==> src/rtl/sort_sched_pkg.sv <==
// Shared types and width helpers for the sort job scheduler.
package sort_sched_pkg;

  // Scheduler control states
  typedef enum logic [1:0] {
    IDLE   = 2'd0,
    LAUNCH = 2'd1,
    WAIT   = 2'd2,
    RESP   = 2'd3
  } sched_state_e;

  // Index width for a count of n items; never narrower than one bit
  function automatic int idx_width(input int n);
    return (n > 1) ? $clog2(n) : 1;
  endfunction

  // Width of a requester index
  function automatic int req_idx_w(input int num_req);
    return idx_width(num_req);
  endfunction

  // Width of the sorter-wait counter
  function automatic int tmo_cnt_w(input int timeout_cyc);
    return idx_width(timeout_cyc);
  endfunction

  // Default job vector geometry and its packed type
  localparam int DEF_SIZE_DATA = 8;
  localparam int DEF_NUM_VALS  = 8;
  typedef logic [DEF_NUM_VALS*DEF_SIZE_DATA-1:0] job_vec_t;

endpackage

==> src/rtl/sort_job_scheduler_rr_arbiter.sv <==
// Combinational round-robin arbiter: the search starts just above the last
// granted index and wraps. The pointer itself is held by the caller.
module rr_arbiter #(
  parameter int N = 4,
  parameter int W = (N > 1) ? $clog2(N) : 1
) (
  input  logic [N-1:0] req_i,
  input  logic [W-1:0] last_i,
  input  logic         en_i,
  output logic [N-1:0] gnt_o,
  output logic [W-1:0] gnt_idx_o
);

  logic [W-1:0] cand_s;
  logic         found_s;

  // Pick the first requester after last_i, wrapping modulo N
  always_comb begin
    gnt_o     = '0;
    gnt_idx_o = '0;
    cand_s    = '0;
    found_s   = 1'b0;
    for (int i = 1; i <= N; i++) begin
      cand_s = W'((int'(last_i) + i) % N);
      if (en_i && !found_s && req_i[cand_s]) begin
        found_s       = 1'b1;
        gnt_o[cand_s] = 1'b1;
        gnt_idx_o     = cand_s;
      end else begin
        found_s = found_s;
      end
    end
  end

endmodule

==> src/rtl/sort_job_scheduler.sv <==
// Shares one sorter between NUM_REQ requesters: round-robin job accept,
// start pulse, done/timeout wait, then a held response to the granted client.
module sort_job_scheduler #(
  parameter int SIZE_DATA   = 8,
  parameter int NUM_VALS    = 8,
  parameter int NUM_REQ     = 4,
  parameter int TIMEOUT_CYC = 1024
) (
  input  logic                                   i_clk,
  input  logic                                   i_rst_n,
  input  logic [NUM_REQ-1:0]                     i_req_valid,
  output logic [NUM_REQ-1:0]                     o_req_ready,
  input  logic [NUM_REQ*NUM_VALS*SIZE_DATA-1:0]  i_req_data,
  output logic [NUM_REQ-1:0]                     o_rsp_valid,
  input  logic [NUM_REQ-1:0]                     i_rsp_ready,
  output logic [NUM_VALS*SIZE_DATA-1:0]          o_rsp_data,
  output logic                                   o_rsp_timeout,
  output logic                                   o_sort_start,
  output logic [NUM_VALS*SIZE_DATA-1:0]          o_sort_data,
  input  logic [NUM_VALS*SIZE_DATA-1:0]          i_sort_data,
  input  logic                                   i_sort_done
);
  import sort_sched_pkg::*;

  localparam int VW = NUM_VALS * SIZE_DATA;
  localparam int GW = req_idx_w(NUM_REQ);
  localparam int CW = tmo_cnt_w(TIMEOUT_CYC);

  sched_state_e  state_q, state_d;
  logic [VW-1:0] job_q, job_d;
  logic [VW-1:0] result_q, result_d;
  logic          tmo_q, tmo_d;
  logic [CW-1:0] cnt_q, cnt_d;
  logic [GW-1:0] grant_q, grant_d;
  logic [GW-1:0] last_q, last_d;

  logic [NUM_REQ-1:0] arb_gnt_s;
  logic [GW-1:0]      arb_idx_s;
  logic               accept_s;
  logic               rsp_hs_s;
  logic               tmo_hit_s;

  rr_arbiter #(.N(NUM_REQ), .W(GW)) u_arb (
    .req_i     (i_req_valid),
    .last_i    (last_q),
    .en_i      (state_q == IDLE),
    .gnt_o     (arb_gnt_s),
    .gnt_idx_o (arb_idx_s)
  );

  assign accept_s  = |arb_gnt_s;
  assign rsp_hs_s  = (state_q == RESP) && i_rsp_ready[grant_q];
  assign tmo_hit_s = (cnt_q == CW'(TIMEOUT_CYC - 1));

  // State and datapath registers
  always_ff @(posedge i_clk or negedge i_rst_n) begin
    if (!i_rst_n) begin
      state_q  <= IDLE;
      job_q    <= '0;
      result_q <= '0;
      tmo_q    <= 1'b0;
      cnt_q    <= '0;
      grant_q  <= '0;
      last_q   <= GW'(NUM_REQ - 1);
    end else begin
      state_q  <= state_d;
      job_q    <= job_d;
      result_q <= result_d;
      tmo_q    <= tmo_d;
      cnt_q    <= cnt_d;
      grant_q  <= grant_d;
      last_q   <= last_d;
    end
  end

  // Next-state and datapath update; sorter done only counts while waiting
  always_comb begin
    state_d  = state_q;
    job_d    = job_q;
    result_d = result_q;
    tmo_d    = tmo_q;
    cnt_d    = cnt_q;
    grant_d  = grant_q;
    last_d   = last_q;
    case (state_q)
      IDLE: begin
        if (accept_s) begin
          job_d   = i_req_data[arb_idx_s*VW +: VW];
          grant_d = arb_idx_s;
          state_d = LAUNCH;
        end else begin
          state_d = IDLE;
        end
      end
      LAUNCH: begin
        cnt_d   = '0;
        state_d = WAIT;
      end
      WAIT: begin
        cnt_d = cnt_q + CW'(1);
        if (i_sort_done) begin
          result_d = i_sort_data;
          tmo_d    = 1'b0;
          state_d  = RESP;
        end else if (tmo_hit_s) begin
          result_d = job_q;
          tmo_d    = 1'b1;
          state_d  = RESP;
        end else begin
          state_d = WAIT;
        end
      end
      RESP: begin
        if (rsp_hs_s) begin
          last_d  = grant_q;
          state_d = IDLE;
        end else begin
          state_d = RESP;
        end
      end
      default: begin
        state_d = IDLE;
      end
    endcase
  end

  // Output decode; response bus reads zero outside RESP
  always_comb begin
    o_req_ready   = arb_gnt_s;
    o_sort_start  = (state_q == LAUNCH);
    o_sort_data   = job_q;
    o_rsp_valid   = '0;
    o_rsp_data    = '0;
    o_rsp_timeout = 1'b0;
    if (state_q == RESP) begin
      o_rsp_valid[grant_q] = 1'b1;
      o_rsp_data           = result_q;
      o_rsp_timeout        = tmo_q;
    end else begin
      o_rsp_timeout = 1'b0;
    end
  end

endmodule

==> config.mk <==
export PLATFORM = sky130hd
export DESIGN_NAME = sort_job_scheduler
export DESIGN_NICKNAME = d
export VERILOG_FILES = /design/src/rtl/sort_sched_pkg.sv /design/src/rtl/sort_job_scheduler_rr_arbiter.sv /design/src/rtl/sort_job_scheduler.sv
export SDC_FILE = /design/constraint.sdc
export NUM_CORES = 1
export LEC_CHECK = 0
export ABC_CLOCK_PERIOD_IN_PS = 4800
export CAP_MARGIN = 10
export CORE_AREA = 4 4 179 181
export CTS_BUF_LIST = sky130_fd_sc_hd__clkbuf_4 sky130_fd_sc_hd__clkbuf_8
export CTS_CLUSTER_DIAMETER = 80
export DETAILED_ROUTE_END_ITERATION = 12
export DIE_AREA = 0 0 183 185
export SYNTH_ARGS = -nofsm -noshare
export SYNTH_HDL_FRONTEND = slang
export SYNTH_HIERARCHICAL = 1
export SYNTH_SLANG_ARGS = --single-unit
==> constraint.sdc <==
create_clock -name i_clk -period 4.8 [get_ports i_clk]
set_clock_uncertainty 0.15 [all_clocks]
set_input_delay 0.96 -clock i_clk [delete_from_list [all_inputs] [get_ports i_clk]]
set_output_delay 0.96 -clock i_clk [all_outputs]
set_load 0.1 [all_outputs]
==> impl_metrics.json <==
{
  "routed_length_per_instance_um": 20.4,
  "post_cts_hold_buffer_count": 0,
  "die_width_um": 183,
  "cts_setup_buffers": 0,
  "detailroute.via_count": 7276,
  "worst_setup_path_start_kind": "flip-flop",
  "hold_path_end": "result_q[50]$_DFFE_PN0P_",
  "detail_route.iter0.violations": 232,
  "post_synth.cell_area_avg_um2": 12.2,
  "dpl_cell_area_um2": 13600,
  "setup-violations-final": 0,
  "firstDrtPassIters": 4,
  "power.ir.vdd_worst_uv": 514,
  "place.port_buffers": 468,
  "place.gp.congestion": 0.798,
  "dominantRegCellSynth": "sky130_fd_sc_hd__dfrtp_1",
  "utilization_pct": 45.9,
  "crit_path_top_delay_cell": "sky130_fd_sc_hd__dfstp_2",
  "max_freq_ghz": 0.228,
  "ys_ff_latch": 145,
  "final_layout_size_suffix_gt1_share_pct": 22.8,
  "asyncSetResetFlopFracSynth_pct": 100,
  "antenna_cells_inserted": 0,
  "worstRegToRegCells": 10,
  "timing.hold.worst_path_depth": 2,
  "fin_crit_ns": 4.39,
  "power.density_nw_per_um2": 741,
  "final.period_utilization_pct": 91.4,
  "total_congestion_overflow_after_global_routing": 0,
  "power.leakage_uw": 0.00591,
  "clk_pin_slew_ns": 0.09,
  "std_cell_rows": 64,
  "critical_path.endpoint_type": "output port",
  "layout-area-overhead-vs-synth_pct": 61.2,
  "timing.hold.worst.start": "result_q[50]$_DFFE_PN0P_",
  "tritoncts.num_buffers": 17,
  "cts_root_buf": "sky130_fd_sc_hd__clkbuf_8",
  "relative_slew_slack_pct": 26.4,
  "layout.filler_cells": 2836,
  "initial_utilization_pct": 28.5,
  "cts_max_path_buffers": 2,
  "cp_data_required_time_ns": 3.69,
  "place_hpwl_mm": 25.4,
  "largest_fanout_on_the_critical_path": 17,
  "routed_wire_length_mm": 31.9,
  "fp.dieH_um": 185,
  "critical_path_arrival_ns": 3.28,
  "outcome": "finished clean",
  "cts_tree": "built",
  "tritoncts_num_sinks": 145,
  "worstPathCellList": "inv_1, ha_1, mux4_2, nor2_2, and3_2, a22oi_1, nand2_1, buf_12",
  "timing.hold.worst.class": "flip-flop to flip-flop",
  "final.setup.tns_ns": 0,
  "pin_count": 469,
  "launch_instance_of_the_worst_register_to_register_path": "last_q[0]$_DFFE_PN1P_",
  "num-nets-final": 1498,
  "core-area_um2": 30400,
  "ctsResizeCount": 0,
  "synth.distinct_cells": 45,
  "routed_via_density": 4.66,
  "final_hold_vio_count": 0,
  "detail_route.drc_violations": 0,
  "ctsHtreeMaxLevel": 4,
  "rsz_0062_raised_after_global_routing": "false",
  "crit-reg2reg-capture": "o_sort_data[58]$_DFFE_PN0P_",
  "synth-warning-count": 6,
  "path_class": "flip-flop to output port",
  "synthCells": 709,
  "max_cap_violations": 0,
  "synth_nets": 1053,
  "ant_nets": 0,
  "synth_sequential_area_ratio_pct": 41.9,
  "dieArea_um2": 33900,
  "clkLatencyLatePin_ns": 0.44,
  "first_global_vias": 7805,
  "syn_area_um2": 8660,
  "grt_use_total_pct": 18.2,
  "number_of_enable_flip_flop_cells_after_synthesis": 0,
  "grt_first_pass_wirelength_mm": 47.2,
  "grt_antenna_before_repair": 0,
  "timing.critical_path.slowest_cell_delay_ns": 0.75,
  "design_area_um2": 14000,
  "pin_count_of_the_biggest_net_entering_global_routing": 81,
  "rrSetupSlack_ns": 0.87,
  "timing_max_transition_violations_final": 0,
  "timing_worst_slew_pin_value_ns": 1.10
}
==> Yosys cell counts, types with 2 or more instances <==
cell / n / area [µm²]
sky130_fd_sc_hd__and2_1: 67 / 419
sky130_fd_sc_hd__mux2i_1: 65 / 651
sky130_fd_sc_hd__nand2_1: 86 / 323
sky130_fd_sc_hd__mux2_2: 67 / 754
sky130_fd_sc_hd__and3_1: 6 / 37.5
sky130_fd_sc_hd__nand3_1: 5 / 25.0
sky130_fd_sc_hd__nor3_1: 2 / 10.0
sky130_fd_sc_hd__dfstp_2: 2 / 52.6
sky130_fd_sc_hd__and4_1: 2 / 17.5
sky130_fd_sc_hd__o21ai_0: 66 / 330
sky130_fd_sc_hd__buf_4: 2 / 15.0
sky130_fd_sc_hd__buf_6: 10 / 113
sky130_fd_sc_hd__ha_1: 13 / 163
sky130_fd_sc_hd__inv_1: 7 / 26.3
sky130_fd_sc_hd__a22oi_1: 5 / 37.5
sky130_fd_sc_hd__buf_1: 4 / 15.0
sky130_fd_sc_hd__dfrtp_1: 143 / 3580
sky130_fd_sc_hd__xor2_1: 5 / 43.8
sky130_fd_sc_hd__clkbuf_1: 17 / 63.8
sky130_fd_sc_hd__nor2b_4: 2 / 27.5
sky130_fd_sc_hd__buf_2: 21 / 105
sky130_fd_sc_hd__nand4_1: 2 / 12.5
sky130_fd_sc_hd__o21ai_1: 6 / 30.0
sky130_fd_sc_hd__nor2_1: 10 / 37.5
sky130_fd_sc_hd__mux4_2: 68 / 1530
sky130_fd_sc_hd__a21o_1: 4 / 30.0
sky130_fd_sc_hd__a22o_1: 4 / 35.0
==> sequential cells by signal, indices dropped and copies added (netlist names) <==
| register | flops |
|---|---|
| tmo_q | 1 |
| state_q | 2 |
| o_sort_data | 64 |
| result_q | 64 |
| last_q | 2 |
| grant_q | 2 |
| cnt_q | 10 |
==> per-stage QoR <==
stage          setup slack, ns  hold slack (ns)  std cells  power (µW)
2_1_floorplan            0.490            0.292        709        7660
4_1_cts                  0.369            0.331       1562       10500
3_5_place_dp             0.584            0.312       1531        9460
6_report                 0.411            0.326       1562       10300
5_1_grt                  0.195            0.344       1562       10900
3_3_place_gp             0.630            0.304       1531        9380
==> worst max path at each step <==
stage	slack [ns]	endpoint	depth (start not counted)	from
final	0.41	o_req_ready[0]	8	last_q[0]$_DFFE_PN1P_
after global routing	0.19	o_req_ready[0]	8	last_q[0]$_DFFE_PN1P_
after CTS	0.37	o_req_ready[0]	8	last_q[0]$_DFFE_PN1P_
after detailed placement	0.58	o_sort_data[58]$_DFFE_PN0P_	8	i_req_valid[2]
after global placement	0.63	o_sort_data[57]$_DFFE_PN0P_	8	i_req_valid[2]
after floorplan	0.49	o_sort_data[10]$_DFFE_PN0P_	12	last_q[0]$_DFFE_PN1P_
==> per-layer routing <==
metal | wire, µm | global-route usage [%] | up-vias
met5 | 0 | 0 | -
met4 | 718 | 4.71 | 0
met3 | 1730 | 4.28 | 37
met2 | 16700 | 32.4 | 231
met1 | 12800 | 22.2 | 3536
li1 | - | - | 3472
==> critical path: cells and delay by family, from the launching register on <==
kind | cells | cell delay [ns]
flip-flops | 1 | 0.75
AND/OR/NAND/NOR | 3 | 0.70
multiplexers | 1 | 0.47
adder cells (fa/ha/maj) | 1 | 0.45
buffers and inverters | 2 | 0.37
AO/OA/AOI/OAI | 1 | 0.09
==> power breakdown <==
part | total [µW] | leakage (µW) | internal [µW] | switching [µW]
clock | 995 | 0.000184 | 476 | 519
sequential | 2240 | 0.00178 | 1810 | 424
combinational | 7110 | 0.00394 | 2790 | 4330
==> cells by family after synthesis <==
kind of cell,Yosys count,share of synthesized area (%)
multiplexers,201,34.2
AND/OR/NAND/NOR,189,11.1
flip-flops,145,41.9
AO/OA/AOI/OAI,92,6.31
buffers and inverters,63,4.00
adder cells (fa/ha/maj),13,1.88
XOR/XNOR,6,0.607
==> area by class of cell <==
class / instances / area, µm² / area share (%)
multi-input cells: 501 / 4720 / 33.8
repair buffers: 481 / 4700 / 33.6
flip-flops and latches: 145 / 3630 / 26.0
well taps: 396 / 495 / 3.55
clock buffers: 18 / 241 / 1.73
clock inverters: 13 / 153 / 1.09
inverters: 8 / 30.0 / 0.215
==> layout by cell type, fill, tap and decap left out, types with 2 or more instances in the layout <==
cell type,count
sky130_fd_sc_hd__dfstp_2,2
sky130_fd_sc_hd__xor2_1,5
sky130_fd_sc_hd__buf_12,8
sky130_fd_sc_hd__nand3_1,5
sky130_fd_sc_hd__nor3_1,2
sky130_fd_sc_hd__nor2b_4,2
sky130_fd_sc_hd__dfrtp_1,143
sky130_fd_sc_hd__o21ai_1,6
sky130_fd_sc_hd__clkdlybuf4s50_1,393
sky130_fd_sc_hd__a22oi_1,5
sky130_fd_sc_hd__a21o_1,4
sky130_fd_sc_hd__nor2_1,10
sky130_fd_sc_hd__nand2_1,86
sky130_fd_sc_hd__and3_1,6
sky130_fd_sc_hd__and2_1,67
sky130_fd_sc_hd__clkbuf_8,17
sky130_fd_sc_hd__and4_1,2
sky130_fd_sc_hd__mux4_2,68
sky130_fd_sc_hd__nand4_1,2
sky130_fd_sc_hd__buf_4,79
sky130_fd_sc_hd__mux2_2,67
sky130_fd_sc_hd__o21ai_0,66
sky130_fd_sc_hd__inv_1,7
sky130_fd_sc_hd__inv_6,4
sky130_fd_sc_hd__mux2i_1,65
sky130_fd_sc_hd__bufinv_16,2
sky130_fd_sc_hd__ha_1,12
sky130_fd_sc_hd__a22o_1,4
sky130_fd_sc_hd__clkinvlp_4,5
No activity file was read; power rests on OpenSTA's default activity.
